--- src/rtl/hazard_unit_ctrl_if.sv ---
// Hazard-detection bus between the pipeline (master) and the hazard unit (slave).
// Carries the decode/EX/MEM register-usage info in and the stall/flush controls out.
interface hazard_unit_ctrl_if;
  logic [1:0] hazard_type;
  logic       rs_used;
  logic [4:0] rs1_id;
  logic [4:0] rs2_id;
  logic [4:0] rd_ex;
  logic [4:0] rd_mem;
  logic       reg_we_ex;
  logic       reg_we_mem;
  logic       mem_rd_en_ex;
  logic       mem_rd_en_mem;
  logic       store_id;
  logic       rd_complete_ex;
  logic       stall_if;
  logic       stall_id;
  logic       flush_id;
  logic       flush_ex;

  modport master (
    output hazard_type, rs_used, rs1_id, rs2_id, rd_ex, rd_mem,
           reg_we_ex, reg_we_mem, mem_rd_en_ex, mem_rd_en_mem,
           store_id, rd_complete_ex,
    input  stall_if, stall_id, flush_id, flush_ex
  );

  modport slave (
    input  hazard_type, rs_used, rs1_id, rs2_id, rd_ex, rd_mem,
           reg_we_ex, reg_we_mem, mem_rd_en_ex, mem_rd_en_mem,
           store_id, rd_complete_ex,
    output stall_if, stall_id, flush_id, flush_ex
  );
endinterface

--- src/rtl/hazard_unit_ctrl.sv ---
// PoliRISC-V hazard detection: combinational stall/flush controls plus a
// saturating count of stalled cycles for performance monitoring.
module hazard_unit_ctrl #(
  parameter int CNT_WIDTH = 32
) (
  input  logic                 clock,
  input  logic                 reset_n,
  hazard_unit_ctrl_if.slave    hz,
  output logic [CNT_WIDTH-1:0] stall_count
);

  localparam logic [1:0] NO_HAZARD        = 2'd0;
  localparam logic [1:0] HAZARD_DECODE    = 2'd1;
  localparam logic [1:0] HAZARD_EXECUTE   = 2'd2;
  localparam logic [1:0] HAZARD_EXCEPTION = 2'd3;

  // x0 is hardwired to zero, so it can never carry a dependency.
  function automatic logic reg_match(input logic [4:0] rs, input logic [4:0] rd,
                                     input logic we, input logic en);
    return (rs == rd) && (rd != 5'd0) && we && en;
  endfunction

  function automatic logic src_hit(input logic [1:0] htype, input logic [4:0] rs,
                                   input logic store);
    logic hit;
    hit = 1'b0;
    case (htype)
      HAZARD_DECODE:
        hit = reg_match(rs, hz.rd_ex, hz.reg_we_ex, !hz.rd_complete_ex) ||
              reg_match(rs, hz.rd_mem, hz.reg_we_mem, hz.mem_rd_en_mem);
      HAZARD_EXECUTE:
        hit = reg_match(rs, hz.rd_ex, hz.reg_we_ex, hz.mem_rd_en_ex && !store);
      default: hit = 1'b0;
    endcase
    return hit;
  endfunction

  logic [4:0]           rs2_eff;
  logic                 stall;
  logic                 exception;
  logic [CNT_WIDTH-1:0] stall_count_d;
  logic [CNT_WIDTH-1:0] stall_count_q;

  // NOTE: every always_comb output gets a default first so no path can infer a latch.
  always_comb begin
    rs2_eff   = hz.rs_used ? hz.rs2_id : 5'd0;
    exception = (hz.hazard_type == HAZARD_EXCEPTION);
    // A store only reads rs2 as write data, so only rs2 gets the store exemption.
    stall     = src_hit(hz.hazard_type, hz.rs1_id, 1'b0) ||
                src_hit(hz.hazard_type, rs2_eff, hz.store_id);
  end

  assign hz.stall_if = stall;
  assign hz.stall_id = stall;
  assign hz.flush_id = exception;
  assign hz.flush_ex = stall || exception;

  always_comb begin
    stall_count_d = stall_count_q;
    if (stall && (stall_count_q != {CNT_WIDTH{1'b1}}))
      stall_count_d = stall_count_q + 1'b1;
  end

  // NOTE: sequential state uses non-blocking assignments so all registers update together.
  always_ff @(posedge clock) begin
    if (!reset_n) stall_count_q <= '0;
    else          stall_count_q <= stall_count_d;
  end

  assign stall_count = stall_count_q;

endmodule

--- src/flat_wrapper.sv ---
// flat-port wrapper written by rule: the top's interface ports become plain ports
module hazard_unit_ctrl_flat 
#(
  parameter int CNT_WIDTH = 32
)
  (clock, reset_n, stall_count, hz_hazard_type, hz_rs_used, hz_rs1_id, hz_rs2_id, hz_rd_ex, hz_rd_mem, hz_reg_we_ex, hz_reg_we_mem, hz_mem_rd_en_ex, hz_mem_rd_en_mem, hz_store_id, hz_rd_complete_ex, hz_stall_if, hz_stall_id, hz_flush_id, hz_flush_ex);
  hazard_unit_ctrl_if hz_i ();
  input  logic clock;
  input  logic reset_n;
  output logic [CNT_WIDTH-1:0] stall_count;
  input wire logic [$bits(hz_i.hazard_type)-1:0] hz_hazard_type;
  input wire logic [$bits(hz_i.rs_used)-1:0] hz_rs_used;
  input wire logic [$bits(hz_i.rs1_id)-1:0] hz_rs1_id;
  input wire logic [$bits(hz_i.rs2_id)-1:0] hz_rs2_id;
  input wire logic [$bits(hz_i.rd_ex)-1:0] hz_rd_ex;
  input wire logic [$bits(hz_i.rd_mem)-1:0] hz_rd_mem;
  input wire logic [$bits(hz_i.reg_we_ex)-1:0] hz_reg_we_ex;
  input wire logic [$bits(hz_i.reg_we_mem)-1:0] hz_reg_we_mem;
  input wire logic [$bits(hz_i.mem_rd_en_ex)-1:0] hz_mem_rd_en_ex;
  input wire logic [$bits(hz_i.mem_rd_en_mem)-1:0] hz_mem_rd_en_mem;
  input wire logic [$bits(hz_i.store_id)-1:0] hz_store_id;
  input wire logic [$bits(hz_i.rd_complete_ex)-1:0] hz_rd_complete_ex;
  output wire logic [$bits(hz_i.stall_if)-1:0] hz_stall_if;
  output wire logic [$bits(hz_i.stall_id)-1:0] hz_stall_id;
  output wire logic [$bits(hz_i.flush_id)-1:0] hz_flush_id;
  output wire logic [$bits(hz_i.flush_ex)-1:0] hz_flush_ex;
  assign hz_i.hazard_type = hz_hazard_type;
  assign hz_i.rs_used = hz_rs_used;
  assign hz_i.rs1_id = hz_rs1_id;
  assign hz_i.rs2_id = hz_rs2_id;
  assign hz_i.rd_ex = hz_rd_ex;
  assign hz_i.rd_mem = hz_rd_mem;
  assign hz_i.reg_we_ex = hz_reg_we_ex;
  assign hz_i.reg_we_mem = hz_reg_we_mem;
  assign hz_i.mem_rd_en_ex = hz_mem_rd_en_ex;
  assign hz_i.mem_rd_en_mem = hz_mem_rd_en_mem;
  assign hz_i.store_id = hz_store_id;
  assign hz_i.rd_complete_ex = hz_rd_complete_ex;
  assign hz_stall_if = hz_i.stall_if;
  assign hz_stall_id = hz_i.stall_id;
  assign hz_flush_id = hz_i.flush_id;
  assign hz_flush_ex = hz_i.flush_ex;
  hazard_unit_ctrl #(.CNT_WIDTH(CNT_WIDTH)) u_core (.clock(clock), .reset_n(reset_n), .hz(hz_i), .stall_count(stall_count));
endmodule
--- config.mk ---
export PLATFORM = sky130hd
export DESIGN_NAME = hazard_unit_ctrl_flat
export DESIGN_NICKNAME = d
export VERILOG_FILES = /design/src/rtl/hazard_unit_ctrl_if.sv /design/src/rtl/hazard_unit_ctrl.sv /design/src/flat_wrapper.sv
export SDC_FILE = /design/constraint.sdc
export NUM_CORES = 1
export LEC_CHECK = 0
export ABC_AREA = 0
export CELL_PAD_IN_SITES_DETAIL_PLACEMENT = 1
export CELL_PAD_IN_SITES_GLOBAL_PLACEMENT = 2
export CORE_MARGIN = 3
export CORE_UTILIZATION = 23
export DETAILED_ROUTE_END_ITERATION = 8
export GPL_ROUTABILITY_DRIVEN = 0
export GPL_TIMING_DRIVEN = 0
export HOLD_SLACK_MARGIN = 0.08
export PLACE_DENSITY = 0.77
export SETUP_SLACK_MARGIN = 0.02
export SYNTH_ARGS = -nofsm -noshare
export SYNTH_HDL_FRONTEND = slang
export SYNTH_SLANG_ARGS = --single-unit
--- constraint.sdc ---
create_clock -name clock -period 5.3 [get_ports clock]
set_input_delay 1.59 -clock clock [delete_from_list [all_inputs] [get_ports clock]]
set_output_delay 1.59 -clock clock [all_outputs]
set_load 0.005 [all_outputs]
Yosys cells after proc, flatten, opt, wreduce, memory -nomap -nowiden
Cells that the tools add are included.
- equality and inequality tests: 8
- add/subtract/negate cells: 1
- reduce and logical (&&, ||, !) cells: 24
- muxes and demuxes: 3
- operators by type and width (cell ; number):
    32-bit by 1-bit adder with 32-bit output (second input constant) ; 1
    32-bit inequality test (second input constant) ; 1
    5-bit equality test ; 4
    1-bit logical AND ; 16
    5-bit nonzero test ; 2
    5-bit two-way mux ; 1
    2-bit equality test (second input constant) ; 2
    1-bit logical OR ; 4
    1-bit one-hot mux with 2 select lines ; 2
    2-bit by 1-bit equality test with 1-bit output (second input constant) ; 1
    1-bit zero test ; 2
- output and inout port bits: 36
- input bits: 31
- logic and storage cells: 37
- register bits: 32

Depth between registers and ports, before layout
Gate-level depths: netlist of the first run.
- depth in word-level cells: 9
- mapped depth: 12

Worst setup path after synthesis of the first run
OpenSTA, ideal clock, no wires.
- path type: input to output
- start point: in hz_rd_ex[1]
- end point: out hz_stall_if
- stages on the path: 10
- required time: 3.710 ns
- data arrival time: 3.503 ns
- slack: 0.207 ns
- path buffers: 4
- cells stage by stage: or4_1 > o211ai_1 > nor3_1 > a311oi_2 > a311o_1 > buf_6 > buf_6 > buf_2 > inv_2 > buf_4
- word-level cells in the longest chain between the ends: 7
- ends and longest elaborated chain (item ; line ; text):
    from (decl) ; flat_wrapper.sv:15 ; input wire logic [$bits(hz_i.rd_ex)-1:0] hz_rd_ex;
    5-bit equality test or 5-bit nonzero test (tied branches) ; hazard_unit_ctrl.sv:20 ; return (rs == rd) && (rd != 5'd0) && we && en;
    1-bit logical AND (3 in a row) ; hazard_unit_ctrl.sv:20 ;
    1-bit logical OR ; hazard_unit_ctrl.sv:29 ; hit = reg_match(rs, hz.rd_ex, hz.reg_we_ex, !hz.rd_complete_ex) ||
    1-bit one-hot mux with 2 select lines ; hazard_unit_ctrl.sv:27 ; case (htype)
    1-bit logical OR * ; hazard_unit_ctrl.sv:49 ; stall = src_hit(hz.hazard_type, hz.rs1_id, 1'b0) ||
    to (decl) ; flat_wrapper.sv:23 ; output wire logic [$bits(hz_i.stall_if)-1:0] hz_stall_if;
Every way passes the cells marked *; elsewhere a longest branch is shown, timed or not.

Worst setup path in the final report of the first run
- start point: in hz_reg_we_mem
- end point: out hz_flush_ex
- word-level cells in the longest chain between the ends: 6
- ends and longest elaborated chain (item ; line ; text):
    from (decl) ; flat_wrapper.sv:18 ; input wire logic [$bits(hz_i.reg_we_mem)-1:0] hz_reg_we_mem;
    1-bit logical AND (2 in a row) ; hazard_unit_ctrl.sv:20 ;
    1-bit logical OR ; hazard_unit_ctrl.sv:29 ;
    1-bit one-hot mux with 2 select lines ; hazard_unit_ctrl.sv:27 ;
    1-bit logical OR * ; hazard_unit_ctrl.sv:49 ;
    1-bit logical OR * ; hazard_unit_ctrl.sv:56 ; assign hz.flush_ex = stall || exception;
    to (decl) ; flat_wrapper.sv:26 ; output wire logic [$bits(hz_i.flush_ex)-1:0] hz_flush_ex;
Marks and branches as above.

==> results of run 1 <==
metal layers:
metal  up-vias  GRT usage  part of all wire
li1       1260          -                 -
met1      1231      0.182              0.46
met2        64      0.253              0.49
met3         6     0.0276             0.046
met4         0     0.0342            0.0077
met5         -          0                 0
cells in the mapped netlist (2+ instances only):
cell type / n / area [sq um]
o21ai_0: 6 / 30.0
xor2_1: 3 / 26.3
o31ai_1: 18 / 135
and3_1: 5 / 31.3
nand2b_1: 8 / 50.1
or4_1: 20 / 150
buf_4: 2 / 15.0
clkbuf_8: 6 / 82.6
inv_1: 8 / 30.0
mux2i_1: 9 / 90.1
a31oi_1: 2 / 12.5
a21oi_1: 21 / 105
nand3b_1: 2 / 15.0
nand2_1: 35 / 131
buf_6: 3 / 33.8
clkbuf_1: 2 / 7.51
o211ai_1: 2 / 15.0
nor4_1: 4 / 25.0
ha_1: 4 / 50.1
dfxtp_1: 32 / 641
a22oi_1: 2 / 15.0
nand3_1: 14 / 70.1
a31o_2: 2 / 17.5
nor2_1: 9 / 33.8
o22ai_1: 2 / 12.5
nand4_1: 11 / 68.8
a311oi_2: 2 / 30.0
xnor2_1: 13 / 114
nor4bb_1: 2 / 20.0
o21ai_1: 2 / 10.0
and4_1: 3 / 26.3
nor3_1: 7 / 35.0
metrics by stage:
step                      instances  hold slack (ns)
final                           510            0.502
after global placement          475            0.483
after CTS                       507            0.503
after detailed placement        475            0.494
after floorplan                 280            0.471
after global routing            510            0.526
worst max-delay path, stage by stage:
cell and delay [ns]:
clkdlybuf4s50_1 0.45, o211ai_1 0.13, buf_4 0.16, or4_4 0.48, a311o_1 0.34, buf_12 0.16
nand2b_1 0.06, clkdlybuf4s15_1 0.20
kinds of logic (layout without fill, tap and decap cells):
family	count (synthesis)	after routing	synth area share
mux	9	9	0.0393
simple gates	131	131	0.328
flops	32	32	0.280
compound gates	64	64	0.188
xor+xnor	16	16	0.0612
buf+inv	24	125	0.0819
fa+ha+maj	4	4	0.0218
timing repair:
action	in CTS	in global routing
endpoints found under the setup margin	3	10
resized for setup	63	15
cloned	2	0
endpoints found under the hold margin	0	0
buffers inserted	24	4
pin swaps	9	11
power by group:
part	internal, uW	switching [uW]	leakage [uW]
Combinational	41.3	38.4	0.000932
Sequential	240	0.0739	0.000258
Clock	106	94.8	0.0000455
cell type report:
class                           instances  area share
Multi-Input combinational cell        224       0.438
Timing Repair Buffer                   95       0.251
Sequential cell                        32       0.185
Tap cell                              129      0.0466
Buffer                                 13      0.0433
Clock buffer                            8      0.0260
Inverter                                9     0.00975
worst paths after layout:
path	from	endpoint	cells after the start
worst max-delay path	hz_reg_we_mem	hz_flush_ex	8
worst min-delay path	u_core.stall_count[4]$_SDFFE_PN0P_	u_core.stall_count[4]$_SDFFE_PN0P_	2
worst max register to register	u_core.stall_count[15]$_SDFFE_PN0P_	u_core.stall_count[2]$_SDFFE_PN0P_	8
worst min register to register	u_core.stall_count[4]$_SDFFE_PN0P_	u_core.stall_count[4]$_SDFFE_PN0P_	2
==> summary.txt, run 1 <==
GRT
  • All-Layer GR Usage: 0.145
  • GRT Residual Overflow: 0
  • Vias in the first global route: around 2600
  • Antenna violations before repair: 0
  • First-pass GRT wire length: roughly 13000 um
  • Largest net degree at the start of global routing: 15

Timing
  • Final setup margin: 0.127 ns
  • Final worst path period share: 0.976
  • Final TNS setup: 0 ns
  • Clock Skew: between 0.005 and 0.006 ns
  • Final Hold Viols: 0
  • Fin. max-slew vios: 0
  • Worst slew pin tran: a little under 0.8 ns
  • Final setup vio count: 0
  • Tmin final: about 5.2 ns
  • Fmax: 0.193 GHz
  • Relative slew slack: 0.478

Synth
  • FF+latch count, synth: 32
  • Avg Cell Area, Syn: just over 8 sq um
  • Ys flop type: dfxtp_1
  • EDFF count, synth: 0
  • Net Count, Synth: approximately 320
  • Post-Syn Area: between 2000 and 2500 sq um
  • Sequential fraction of the synthesis area: 0.280
  • Asr flop ratio synth: 0
  • Synth Warn #: 0
  • Library cells used by synthesis: 51
  • Cells after synthesis: 280

Power
  • Lkg Pwr: ~0.0012 uW
  • P per Cell Area: approximately 150 nW/um^2
  • VDD IR-drop max: roughly 0.074 mV
  • Pwr Total: between 500 and 600 uW

Clock tree
  • Clock Sinks: 32
  • H-tree levels: 2
  • # hold bufs at CTS: 0
  • CTS clk-pin slew, worst paths: 0.07 ns
  • CTS max path bufs: 2
  • Clock root buffer: clkbuf_8
  • Total CTS buffers: 5
  • Worst-Skew Late Latency: ~0.29 ns
  • TritonCTS clock tree: yes

Final layout
  • Utilization after layout: 0.366
  • Area growth syn-to-layout: 51.2%
  • Storage cell area: approximately 640 sq um
  • # nets final: between 400 and 500
  • Final antenna diode count: 0
  • Most frequent cells in the layout: 39 x clkdlybuf4s50_1, 35 x nand2_1, 32 x dfxtp_1, 28 x buf_4, 21 x a21oi_1
  • Layout cells sized above 1: 0.207
  • Fillers: roughly 1200
  • Max reg flops: 32
  • Multi-input gate area: between 1500 and 2000 sq um
  • Fin area: between 3000 and 4000 sq um
  • Commonest non-fill, non-tap cell in the layout: clkdlybuf4s50_1

Place
  • Pre-CTS setup slack: -1.11 ns
  • Hpwl dp: a little under 6000 um
  • Buffers added on ports: 66
  • Placement Cell Area: around 3100 sq um

Setup path
  • Crit start category: input pin
  • Critical Path RT: 3.71 ns
  • Crit path arrival time: ~3.6 ns
  • Worst Setup Path Type: in -> out
  • R2r setup slk: about 2.7 ns
  • Setup crit end kind: output port
  • Crit-path max FO: 6

Route
  • Vias post-DR: ~2600
  • Initial drt markers: 73
  • Vias/cell: ~5
  • DRC: 0
  • WL final: approximately 8000 um
  • Initial DRT Pass Iterations: 4
  • Detail Route Antenna Nets: 0
  • Wire per inst: ~16 um

Min path
  • Type of the worst min-delay path: reg -> reg

Die
  • Starting Density: 0.242
  • IO Pins: 67
  • Die width: 106 um
  • Core area: approximately 9500 sq um
  • Die ar.: about 11000 sq um
  • Row count: 35
  • Chip height: 106 um

Job
  • MaxCap Viol Count: 0

Status
  • Outcome: completed
(Power assumes the default switching activity.)
==> inputs of run 2 (changes only) <==
--- a/config.mk
+++ b/config.mk
@@ -8,13 +8,15 @@
 export ABC_AREA = 0
 export CELL_PAD_IN_SITES_DETAIL_PLACEMENT = 1
 export CELL_PAD_IN_SITES_GLOBAL_PLACEMENT = 2
+export CORE_ASPECT_RATIO = 0.75
 export CORE_MARGIN = 3
-export CORE_UTILIZATION = 23
+export CORE_UTILIZATION = 27
+export CTS_CLUSTER_SIZE = 24
 export DETAILED_ROUTE_END_ITERATION = 8
 export GPL_ROUTABILITY_DRIVEN = 0
 export GPL_TIMING_DRIVEN = 0
 export HOLD_SLACK_MARGIN = 0.08
-export PLACE_DENSITY = 0.77
+export PLACE_DENSITY = 0.87
 export SETUP_SLACK_MARGIN = 0.02
 export SYNTH_ARGS = -nofsm -noshare
 export SYNTH_HDL_FRONTEND = slang
==> run 2 against run 1 <==
Global-route usage rose by 2.5 points. First-iteration DRC count up 27%. Die area down 14%. Final cell count fell by 8.2%. Worst hold slack worse by 0.0094 ns. Final area decreased by 2.7%. Sequential cell count is the same. Largest cell class unchanged. Maximum frequency fell by 0.41%. Clock-buffer cell count shrank 1. Clock power up 80%.
==> summary.txt, run 2 (synthesis results as in run 1) <==
Setup path
  • Crit start category: input pin
  • Critical Path RT: roughly 3.7 ns
  • R2r setup slk: roughly 2.3 ns
  • Crit path arrival time: about 3.6 ns
  • Setup crit end kind: output port
  • Worst Setup Path Type: in -> out
  • Crit-path max FO: 5

Timing
  • Clock Skew: 0.00717 ns
  • Relative slew slack: 0.341
  • RSZ-0062 raised after global routing: no
  • Fmax: slightly below 0.2 GHz
  • Tmin final: about 5.2 ns
  • Final setup vio count: 0
  • Final Hold Viols: 0
  • Final worst path period share: 0.980
  • Fin. max-slew vios: 0
  • Final setup margin: about 0.11 ns
  • Worst hold margin: approximately 0.49 ns
  • Worst slew pin tran: slightly below 1 ns

Die
  • Row count: 28
  • Die width: 112 um
  • Starting Density: 0.284
  • Core area: around 8100 sq um
  • Chip height: roughly 86 um
  • IO Pins: between 60 and 70
  • Die ar.: 9640 sq um

Final layout
  • Area growth syn-to-layout: 47.1%
  • Storage cell area: ~640 sq um
  • # nets final: ~400
  • Final antenna diode count: 0
  • Layout cells sized above 1: 0.163
  • Utilization after layout: 0.418
  • Non-Filler Instances: 468
  • Commonest non-fill, non-tap cell in the layout: clkdlybuf4s50_1
  • Multi-input gate area: roughly 1500 sq um
  • Fillers: approximately 970
  • Most frequent cells in the layout: 47 x clkdlybuf4s50_1, 35 x nand2_1, 32 x dfxtp_1, 21 x a21oi_1, 19 x or4_1
  • Max reg flops: 32
  • Fin area: 3370 sq um

Route
  • Initial DRT Pass Iterations: 4
  • DR top layer: met4
  • Met1 Wirelength: 3990 um
  • WL final: roughly 8100 um
  • Initial drt markers: 93
  • Wire per inst: between 15 and 20 um
  • Vias post-DR: between 2000 and 3000
  • Met2 WL: between 3000 and 4000 um
  • DRC: 0
  • Vias/cell: around 5.4
  • Detail Route Antenna Nets: 0
  • Met3 WL: 314 um

GRT
  • Antenna violations before repair: 0
  • First-pass GRT wire length: ~13000 um
  • Largest net degree at the start of global routing: 15
  • Vias in the first global route: 2628
  • All-Layer GR Usage: 0.170
  • GRT Residual Overflow: 0

Power
  • P per Cell Area: approximately 200 nW/um^2
  • Lkg Pwr: about 0.0011 uW
  • VDD IR-drop max: ~0.12 mV

Min path
  • Type of the worst min-delay path: reg -> reg

Clock tree
  • Clock Sinks: 32
  • Worst-Skew Late Latency: between 0.2 and 0.3 ns
  • Total CTS buffers: 5
  • H-tree levels: 2
  • CTS clk-pin slew, worst paths: roughly 0.060 ns
  • TritonCTS clock tree: yes
  • Clock root buffer: clkbuf_16
  • CTS max path bufs: 2

Job
  • MaxCap Viol Count: 0

Place
  • Hpwl dp: ~5800 um
  • Pre-CTS setup slack: -1.10 ns
  • Buffers added on ports: between 60 and 70
  • Placement Cell Area: approximately 3000 sq um
  • Inst Count DP: 451

Status
  • Outcome: completed
run 2: worst max-delay path, cell delays in order:
cell and delay [ns]:
buf_4 0.13, or4_4 0.54, o211ai_1 0.31, nor3_2 0.08
a311oi_2 0.29, a311o_1 0.27, buf_12 0.14, inv_2 0.04
buf_4 0.12, clkbuf_2 0.10
run 2: per-layer routing:
metal / track usage / up-vias
li1: - / 1222
met1: 0.235 / 1235
met2: 0.276 / 60
met3: 0.0374 / 9
met4: 0.0284 / 0
met5: 0 / -
run 2: layout make-up:
class / instances / area share
sequential: 32 / 0.190
tap: 105 / 0.0390
timing repair buffer: 77 / 0.218
buffer: 13 / 0.0445
inverter: 9 / 0.0100
clock buffer: 7 / 0.0453
clock inverter: 1 / 0.00891
multi-input combinational: 224 / 0.445
run 2: worst paths after layout:
| path | start | to | depth (start not counted) |
|---|---|---|---|
| setup / recovery | hz_rd_ex[4] | hz_stall_if | 10 |
| hold / removal | u_core.stall_count[19]$_SDFFE_PN0P_ | u_core.stall_count[19]$_SDFFE_PN0P_ | 2 |
| setup reg to reg | u_core.stall_count[15]$_SDFFE_PN0P_ | u_core.stall_count[14]$_SDFFE_PN0P_ | 8 |
| hold reg to reg | u_core.stall_count[19]$_SDFFE_PN0P_ | u_core.stall_count[19]$_SDFFE_PN0P_ | 2 |
run 2: repair_timing:
item                                   4_1_cts  5_1_grt
cloned                                       2        0
gates resized for setup                     53       10
pin swaps                                   10        5
buffers inserted                             7        2
hold buffers                                 0        0
setup endpoints to repair                    3        3
endpoints found under the hold margin        0        0
run 2: stage by stage:
step                      power, uW  setup TNS, ns
after floorplan                 279              0
after global placement          319          -3.03
after detailed placement        320          -3.06
after CTS                       678              0
after global routing            706              0
final                           679              0
run 2: report_power, final:
group          switching [uW]  internal (uW)  leakage (uW)
clock                     113            248     0.0000901
sequential             0.0728            241      0.000258
combinational            37.1           40.0      0.000797
total                     150            528       0.00115
